[src/rtl/exec_sequencer.sv]
// Multi-cycle control sequencer for the 8-bit computer: fetches from ROM, sequences
// register reads/writes, RAM accesses, TTY output and branches. All outputs are registered.
module exec_sequencer #(
  parameter logic [7:0]  PC_RESET     = 8'h00,
  parameter logic [15:0] RETIRE_LIMIT = 16'd0
) (
  input  logic        clock,
  input  logic        reset,
  output logic [7:0]  rom_address,
  input  logic [15:0] rom_data,
  output logic [3:0]  reg_read1_id,
  input  logic [7:0]  reg_read1_value,
  output logic [3:0]  reg_read2_id,
  input  logic [7:0]  reg_read2_value,
  output logic [3:0]  reg_write_id,
  output logic [7:0]  reg_write_value,
  output logic [7:0]  ram_address,
  input  logic [7:0]  ram_data,
  output logic        ram_write,
  output logic [7:0]  ram_write_data,
  output logic [7:0]  tty_data,
  output logic        tty_valid,
  input  logic        tty_ready,
  output logic        halted,
  output logic        limit_hit,
  output logic        bad_syscall,
  output logic [15:0] retired
);
  typedef enum logic [2:0] {FETCH, READ, EXEC, WB, TTY, HALT} state_t;

  state_t      state;
  logic [7:0]  pc, opa, opb, pc_inc, pc_next, wr_val;
  logic [15:0] ir, retired_inc;
  logic [3:0]  op, a1, wr_id, rd1, rd2;
  logic [7:0]  mid, imm;
  logic        wr_en, limit_reached;

  assign rom_address   = pc;
  assign op            = ir[15:12];
  assign a1            = ir[11:8];
  assign mid           = ir[11:4];
  assign imm           = ir[7:0];
  assign pc_inc        = pc + 8'd1;
  assign retired_inc   = (retired == 16'hFFFF) ? retired : retired + 16'd1;
  assign limit_reached = (RETIRE_LIMIT != 16'd0) && (retired_inc == RETIRE_LIMIT);

  // Read selects are decoded straight from the ROM word so they are valid throughout READ.
  always_comb begin
    rd1 = 4'd0;
    rd2 = 4'd0;
    case (rom_data[15:12])
      4'h1, 4'h6:             rd1 = rom_data[7:4];
      4'h3, 4'h7, 4'hB:       begin rd1 = rom_data[11:8]; rd2 = rom_data[7:4]; end
      4'h4, 4'h5, 4'hA:       rd1 = rom_data[11:8];
      4'h8:                   begin rd1 = 4'd8; rd2 = 4'd1; end
      4'hC, 4'hD, 4'hE, 4'hF: rd1 = 4'd9;
      default: ;
    endcase
  end

  // Result computed from live read data in READ and registered so the write lands in EXEC.
  always_comb begin
    wr_en  = 1'b1;
    wr_id  = a1;
    wr_val = 8'd0;
    case (op)
      4'h1: wr_val = reg_read1_value;
      4'h2: wr_val = imm;
      4'h3: wr_val = reg_read1_value + reg_read2_value;
      4'h4: wr_val = reg_read1_value + imm;
      4'h5: wr_val = ~reg_read1_value + 8'd1;
      4'hB: begin
        wr_id  = 4'd9;
        wr_val = (reg_read1_value < reg_read2_value) ? 8'd1 :
                 (reg_read1_value == reg_read2_value) ? 8'd2 : 8'd3;
      end
      default: wr_en = 1'b0;
    endcase
  end

  always_comb begin
    pc_next = pc_inc;
    case (op)
      4'h9: pc_next = mid;
      4'hA: pc_next = opa;
      4'hC: if (opa == 8'd2) pc_next = mid;
      4'hD: if (opa == 8'd1) pc_next = mid;
      4'hE: if (opa == 8'd3) pc_next = mid;
      4'hF: if (opa != 8'd2) pc_next = mid;
      default: ;
    endcase
  end

  always_ff @(posedge clock or posedge reset) begin
    if (reset) begin
      state <= FETCH;          pc <= PC_RESET;         ir <= 16'd0;
      opa <= 8'd0;             opb <= 8'd0;
      reg_read1_id <= 4'd0;    reg_read2_id <= 4'd0;
      reg_write_id <= 4'd0;    reg_write_value <= 8'd0;
      ram_address <= 8'd0;     ram_write <= 1'b0;      ram_write_data <= 8'd0;
      tty_data <= 8'd0;        tty_valid <= 1'b0;
      halted <= 1'b0;          limit_hit <= 1'b0;      bad_syscall <= 1'b0;
      retired <= 16'd0;
    end else begin
      case (state)
        FETCH: begin
          ir           <= rom_data;
          reg_read1_id <= rd1;
          reg_read2_id <= rd2;
          state        <= READ;
        end
        READ: begin
          opa             <= reg_read1_value;
          opb             <= reg_read2_value;
          reg_read1_id    <= 4'd0;
          reg_read2_id    <= 4'd0;
          reg_write_id    <= wr_en ? wr_id : 4'd0;
          reg_write_value <= wr_en ? wr_val : 8'd0;
          if (op == 4'h6) ram_address <= reg_read1_value;
          if (op == 4'h7) begin
            ram_address    <= reg_read2_value;
            ram_write_data <= reg_read1_value;
            ram_write      <= 1'b1;
          end
          state <= EXEC;
        end
        EXEC: begin
          reg_write_id    <= 4'd0;
          reg_write_value <= 8'd0;
          ram_write       <= 1'b0;
          ram_write_data  <= 8'd0;
          ram_address     <= 8'd0;
          if (op == 4'h6) begin
            reg_write_id    <= a1;
            reg_write_value <= ram_data;
            pc              <= pc_inc;
            state           <= WB;
          end else if (op == 4'h8 && opa == 8'd1) begin
            tty_data  <= opb;
            tty_valid <= 1'b1;
            pc        <= pc_inc;
            state     <= TTY;
          end else if (op == 4'h8 && opa == 8'h0F) begin
            retired   <= retired_inc;
            halted    <= 1'b1;
            limit_hit <= limit_reached;
            state     <= HALT;
          end else begin
            if (op == 4'h8 && opa != 8'd0) bad_syscall <= 1'b1;
            retired   <= retired_inc;
            pc        <= pc_next;
            halted    <= limit_reached;
            limit_hit <= limit_reached;
            state     <= limit_reached ? HALT : FETCH;
          end
        end
        WB: begin
          reg_write_id    <= 4'd0;
          reg_write_value <= 8'd0;
          retired         <= retired_inc;
          halted          <= limit_reached;
          limit_hit       <= limit_reached;
          state           <= limit_reached ? HALT : FETCH;
        end
        TTY: if (tty_ready) begin
          tty_valid <= 1'b0;
          tty_data  <= 8'd0;
          retired   <= retired_inc;
          halted    <= limit_reached;
          limit_hit <= limit_reached;
          state     <= limit_reached ? HALT : FETCH;
        end
        HALT: ;
        default: state <= FETCH;
      endcase
    end
  end
endmodule
[config.mk]
export PLATFORM = sky130hd
export DESIGN_NAME = exec_sequencer
export DESIGN_NICKNAME = d
export VERILOG_FILES = /design/src/rtl/exec_sequencer.sv
export SDC_FILE = /design/constraint.sdc
export NUM_CORES = 1
export LEC_CHECK = 0
export CAP_MARGIN = 15
export CELL_PAD_IN_SITES_DETAIL_PLACEMENT = 2
export CELL_PAD_IN_SITES_GLOBAL_PLACEMENT = 2
export CORE_ASPECT_RATIO = 0.75
export CORE_MARGIN = 5
export CORE_UTILIZATION = 35
export CTS_BUF_LIST = sky130_fd_sc_hd__clkbuf_16
export DETAILED_ROUTE_END_ITERATION = 7
export PLACE_DENSITY_LB_ADDON = 0.15
export REMOVE_ABC_BUFFERS = 1
export SLEW_MARGIN = 20
export SYNTH_ARGS = -nofsm -noshare
export SYNTH_HDL_FRONTEND = slang
export SYNTH_SLANG_ARGS = --single-unit
[constraint.sdc]
create_clock -name clock -period 6.6 [get_ports clock]
set_input_delay 0.99 -clock clock [delete_from_list [all_inputs] [get_ports clock]]
set_output_delay 0.99 -clock clock [all_outputs]
set_load 0.05 [all_outputs]
**After elaboration in Yosys (flattened, before gate mapping)**

Cells that the tools add are included.

- Flip-flop bits (word level): 108
- Bits of input ports: 43
- Output and inout bits: 73
- Logic and storage cells: 153

- Add/subtract/negate cells: 5
- Magnitude comparators: 1
- Equal/unequal tests: 47
- Mux-type cells: 55
- Bitwise operators: 5
- Reductions and logical operators: 22

Operator list:

| operator | number |
|---|---|
| two-way mux 8 bit | 15 |
| case mux 8 bit (6 select lines) | 2 |
| two-way mux 16 bit | 4 |
| equality test 4 bit, second input constant | 15 |
| case mux 16 bit (3 select lines) | 1 |
| case mux 8 bit (2 select lines) | 3 |
| equality test 4 x 3 -> 1 bit, second input constant | 8 |
| case mux 4 bit (2 select lines) | 3 |
| case mux 8 bit (3 select lines) | 1 |
| adder 16 x 1 -> 16 bit, second input constant | 1 |
| adder 8 x 1 -> 8 bit, second input constant | 2 |
| adder 8 bit | 2 |
| equality test 16 bit, second input constant | 1 |
| equality test 8 x 2 -> 1 bit, second input constant | 2 |
| case mux 4 bit (4 select lines) | 1 |
| case mux 3 bit (5 select lines) | 1 |
| equality test 4 x 2 -> 1 bit, second input constant | 3 |
| two-way mux 3 bit | 4 |
| two-way mux 4 bit | 3 |
| case mux 4 bit (3 select lines) | 1 |
| OR reduction 6 bit | 2 |
| two-way mux 1 bit | 11 |
| inequality test 2 bit, second input constant | 5 |
| equality test 4 x 1 -> 1 bit, second input constant | 2 |
| 25 further kinds | 42 |

**Logic depth before layout (Yosys ltp)**

- Depth after elaboration: 6
- Mapped depth: 12
- Gate-level depth less buffers: 10

**Worst setup path after synthesis**

No wires, ideal clock.

- Path kind: flip-flop to flip-flop
- From: register ir[12]
- To: register reg_write_value[7]
- Library setup time: 104 ps
- Arrival time: 2963 ps
- Data required time: 6496 ps
- Slack: 3533 ps
- Cell stages (with the launch flop): 13
- Path buffers: 2
- Period minus slack after synthesis: 3067 ps
- Path through: dfrtp_1 -> buf_4 -> nor4b_4 -> clkbuf_1 -> nand2_1 -> o21ai_0 -> ha_1 -> a21o_1 -> a221o_1 -> o41ai_1 -> xnor2_1 -> nand2_1 -> a221oi_1

- Longest elaborated chain between the ends: 5
- Elaborated cells on any way between the ends: 13
- Those cells by class: eq/ne (7); mux (5); reduce/logical (1)

RTL lines:

| what | RTL line | RTL |
|---|---|---|
| start: declaration | 33 | `logic [15:0] ir, retired_inc;` |
| start signal: assignment | 107 | `ir <= rom_data;` |
| equality test 4 bit (tied with other cells) | 66 | `case (op)` |
| OR reduction 6 bit (no line) | n/a |  |
| two-way mux 1 bit | 66 |  |
| two-way mux 8 bit | 118 | `reg_write_value <= wr_en ? wr_val : 8'd0;` |
| case mux 8 bit (3 select lines) (*) | 105 | `case (state)` |
| end signal: assignment | 118 |  |
| end signal: assignment | 135 | `reg_write_value <= ram_data;` |
| end: declaration | 16 | `output logic [7:0] reg_write_value,` |

Mark *: on every way between the ends. The rest lies on a longest branch, timed or not.
A chain may end at the register's enable or synchronous reset.

**Worst setup path in the final report**

- From: register ir[14]
- To: register reg_write_value[6]

Same word-level chain as after synthesis.

==> impl_metrics.tcl <==
set metrics [dict create \
    regArea_um2 2680 \
    wl_mm 22.5 \
    crit_type "reg -> reg" \
    clk_path_buf_depth 2 \
    setup_slack_ns 2.79 \
    vdd_drop_max_uv 104 \
    synth_area_um2 6170 \
    finClkSkew_ns 0.0138 \
    min_period_ns 3.81 \
    crit_arrival_ns 4.06 \
    path_buf_inv 0 \
    fill_cells 1888 \
    critPathTopFamily "compound AO/OA/AOI/OAI gates" \
    netlist_instances 661 \
    antenna_found_initial 0 \
    portBuffers 114 \
    synthXorXnorAreaFrac 0.0369 \
    tightest_slew_ns 0.990 \
    cts_setup_buffers 0 \
    leakagePower_nw 3.28 \
    max_slew_margin 0.337 \
    synth-main-ff-cell "dfrtp_1" \
    timing.final.crit_share 0.577 \
    min_path_type "reg -> reg" \
    core_um2 17500 \
    fp-row-count 42 \
    use_met3 0.0405 \
    avgSynthCellArea_um2 9.33 \
    power_mw 1.33 \
    max_stage_delay_ns 0.85 \
    grt_pass1_vias 5972 \
    num_vias 5583 \
    synth.area.mux_share 0.0325 \
    hold_viol 0 \
    clockRootBuffer "clkbuf_16" \
    seq_area_frac_synth 0.434 \
    whs_ns 0.478 \
    max-cap-violations 0 \
    synth_compound_area_frac 0.208 \
    crit_chain "nor4b_4 -> mux2_2 -> ha_1 -> fa_1 -> a211oi_1 -> o21bai_1 -> a21oi_1 -> xnor2_1 -> nand2_1 -> a221oi_1" \
    dr.first_iter.drc_count 242 \
    insertion_delay_ns 0.37 \
    ctsHoldBuffers 0 \
    finalNonFillerCells 1000 \
    die_w_um 163 \
    slew_violations 0 \
    setup_tns_ns 0 \
    synth_largest_area_cell "dfrtp_1" \
    die_y_um 125 \
    cts_num_sinks 107 \
    grt-ovfl-total 0 \
    power.density_nw_per_um2 172 \
    grt_use_met1 0.327 \
    rsz0062_at_grt "false" \
    dpl_cell_area_um2 7460 \
    max_freq_mhz 263 \
    firstDrtPassIters 5 \
    run_status "complete, no violations" \
    synth.distinct_cells 81 \
    synthSimpleGateAreaFrac 0.207 \
    end_kind "register" \
    use_met2 0.338 \
    async_reset_ff_frac 1.00 \
    finalInstanceArea_um2 7750 \
    setup_viol 0 \
    dp_hpwl_mm 16.9 \
    cp.required_ns 6.85 \
    yosys-top-cells-count "120 x nand2_1, 107 x dfrtp_1, 68 x o21ai_0, 31 x nor2_1, 24 x a21oi_1" \
    htreeDepth 3 \
    synth_top_cells_by_area "dfrtp_1 43%, nand2_1 7.3%, o21ai_0 5.5%" \
    boundaryPins 116 \
    clkSlewWorstSetupHoldPaths_ns 0.08 \
    place_inst 984 \
    track_usage 0.221 \
    synth_top_family_by_area "compound AO/OA/AOI/OAI gates" \
    yosys.area_share.adder 0.0398 \
    yosysWarnings 0 \
    crit_path_top_delay_cell "dfrtp_1" \
    start_util 0.352 \
    dp_worst_setup_slack_ns 2.82 \
    ant_nets 0 \
    cts_tree "done" \
    path_max_fanout 19 \
    top_usage_layer "met2" \
    final_core_utilization 0.443 \
    cp-start-kind "register" \
    drcViolationCount 0 \
    grt_max_degree 57 \
    dieArea_um2 20400 \
    final_nets 815 \
    multi_input_area_um2 3240 \
    synth_edf_count 0 \
    place_congestion 0.890 \
    rrSetupSlack_ns 2.79 \
    insertedDiodeCount 0 \
    area_growth_pct 25.6 \
    cts_buffers 9 \
    synth.most_common_cell "nand2_1" \
    drive_gt1_frac 0.0765 \
    wl_per_cell_um 22.5 \
    via_per_inst 5.58 \
    synth_top_area_share 0.434 \
    ctsResizeCount 0 \
    grt_pass1_wl_mm 35.5 \
    synth.ff_latch_count 107 \
]
## cell usage in the layout, fill, tap and decap left out, drive strengths merged, types with 8 or more instances in the layout
cell and instances:
a221oi 10, nor2b 9, nand2 121, clkdlybuf4s50 114, inv 18, and3 11
a31oi 8, xnor2 18, a21oi 24, clkbuf 9, nand4 9, o21ai 77
ha 18, nand3 16, a22oi 9, xor2 8, nand2b 8, mux2 16
nor2 35, dfrtp 107
## sequential cells by signal, indices dropped and copies added (netlist names), 3 cells and up
name,count
ir,16
retired,16
opa,8
opb,8
ram_address,8
ram_write_data,8
reg_write_value,8
rom_address,8
tty_data,8
reg_read1_id,4
reg_read2_id,4
reg_write_id,4
state,3
## final cells by class
cell class                      count  share of cell area
Clock buffer                        9              0.0291
Clock inverter                      7             0.00856
Multi-Input combinational cell    501               0.418
Timing Repair Buffer              119               0.152
Inverter                           15             0.00759
Sequential cell                   107               0.345
Tap cell                          242              0.0391
## routing by layer
layer | vias up | wire length (um)
met3 | 20 | 995
met2 | 123 | 10000
met1 | 2870 | 11200
met4 | 0 | 302
li1 | 2570 | -
met5 | - | 0
## report_power, final
| part | internal, mW | switching, mW | total, mW |
|---|---|---|---|
| sequential | 0.655 | 0.000235 | 0.655 |
| clock | 0.266 | 0.284 | 0.551 |
| combinational | 0.0528 | 0.0745 | 0.127 |
| total | 0.974 | 0.359 | 1.33 |
## cells by family after synthesis
kind of cell / count (synthesis)
AND/OR/NAND/NOR: 248
AO/OA/AOI/OAI: 189
flip-flops: 107
buffers and inverters: 53
XOR/XNOR: 26
adder cells (fa/ha/maj): 19
multiplexers: 18
other: 1
## path summary, 6_finish.rpt
path / from / end / cells after the start
max: ir[14] / reg_write_value[6] / 10
min: bad_syscall / bad_syscall / 1
max reg2reg: ir[14] / reg_write_value[6] / 10
min reg2reg: bad_syscall / bad_syscall / 1
max in group asynchronous: reset / reg_write_value[4] / 3
min in group asynchronous: reset / retired[14] / 2
Power figures use the tool's default switching activity.
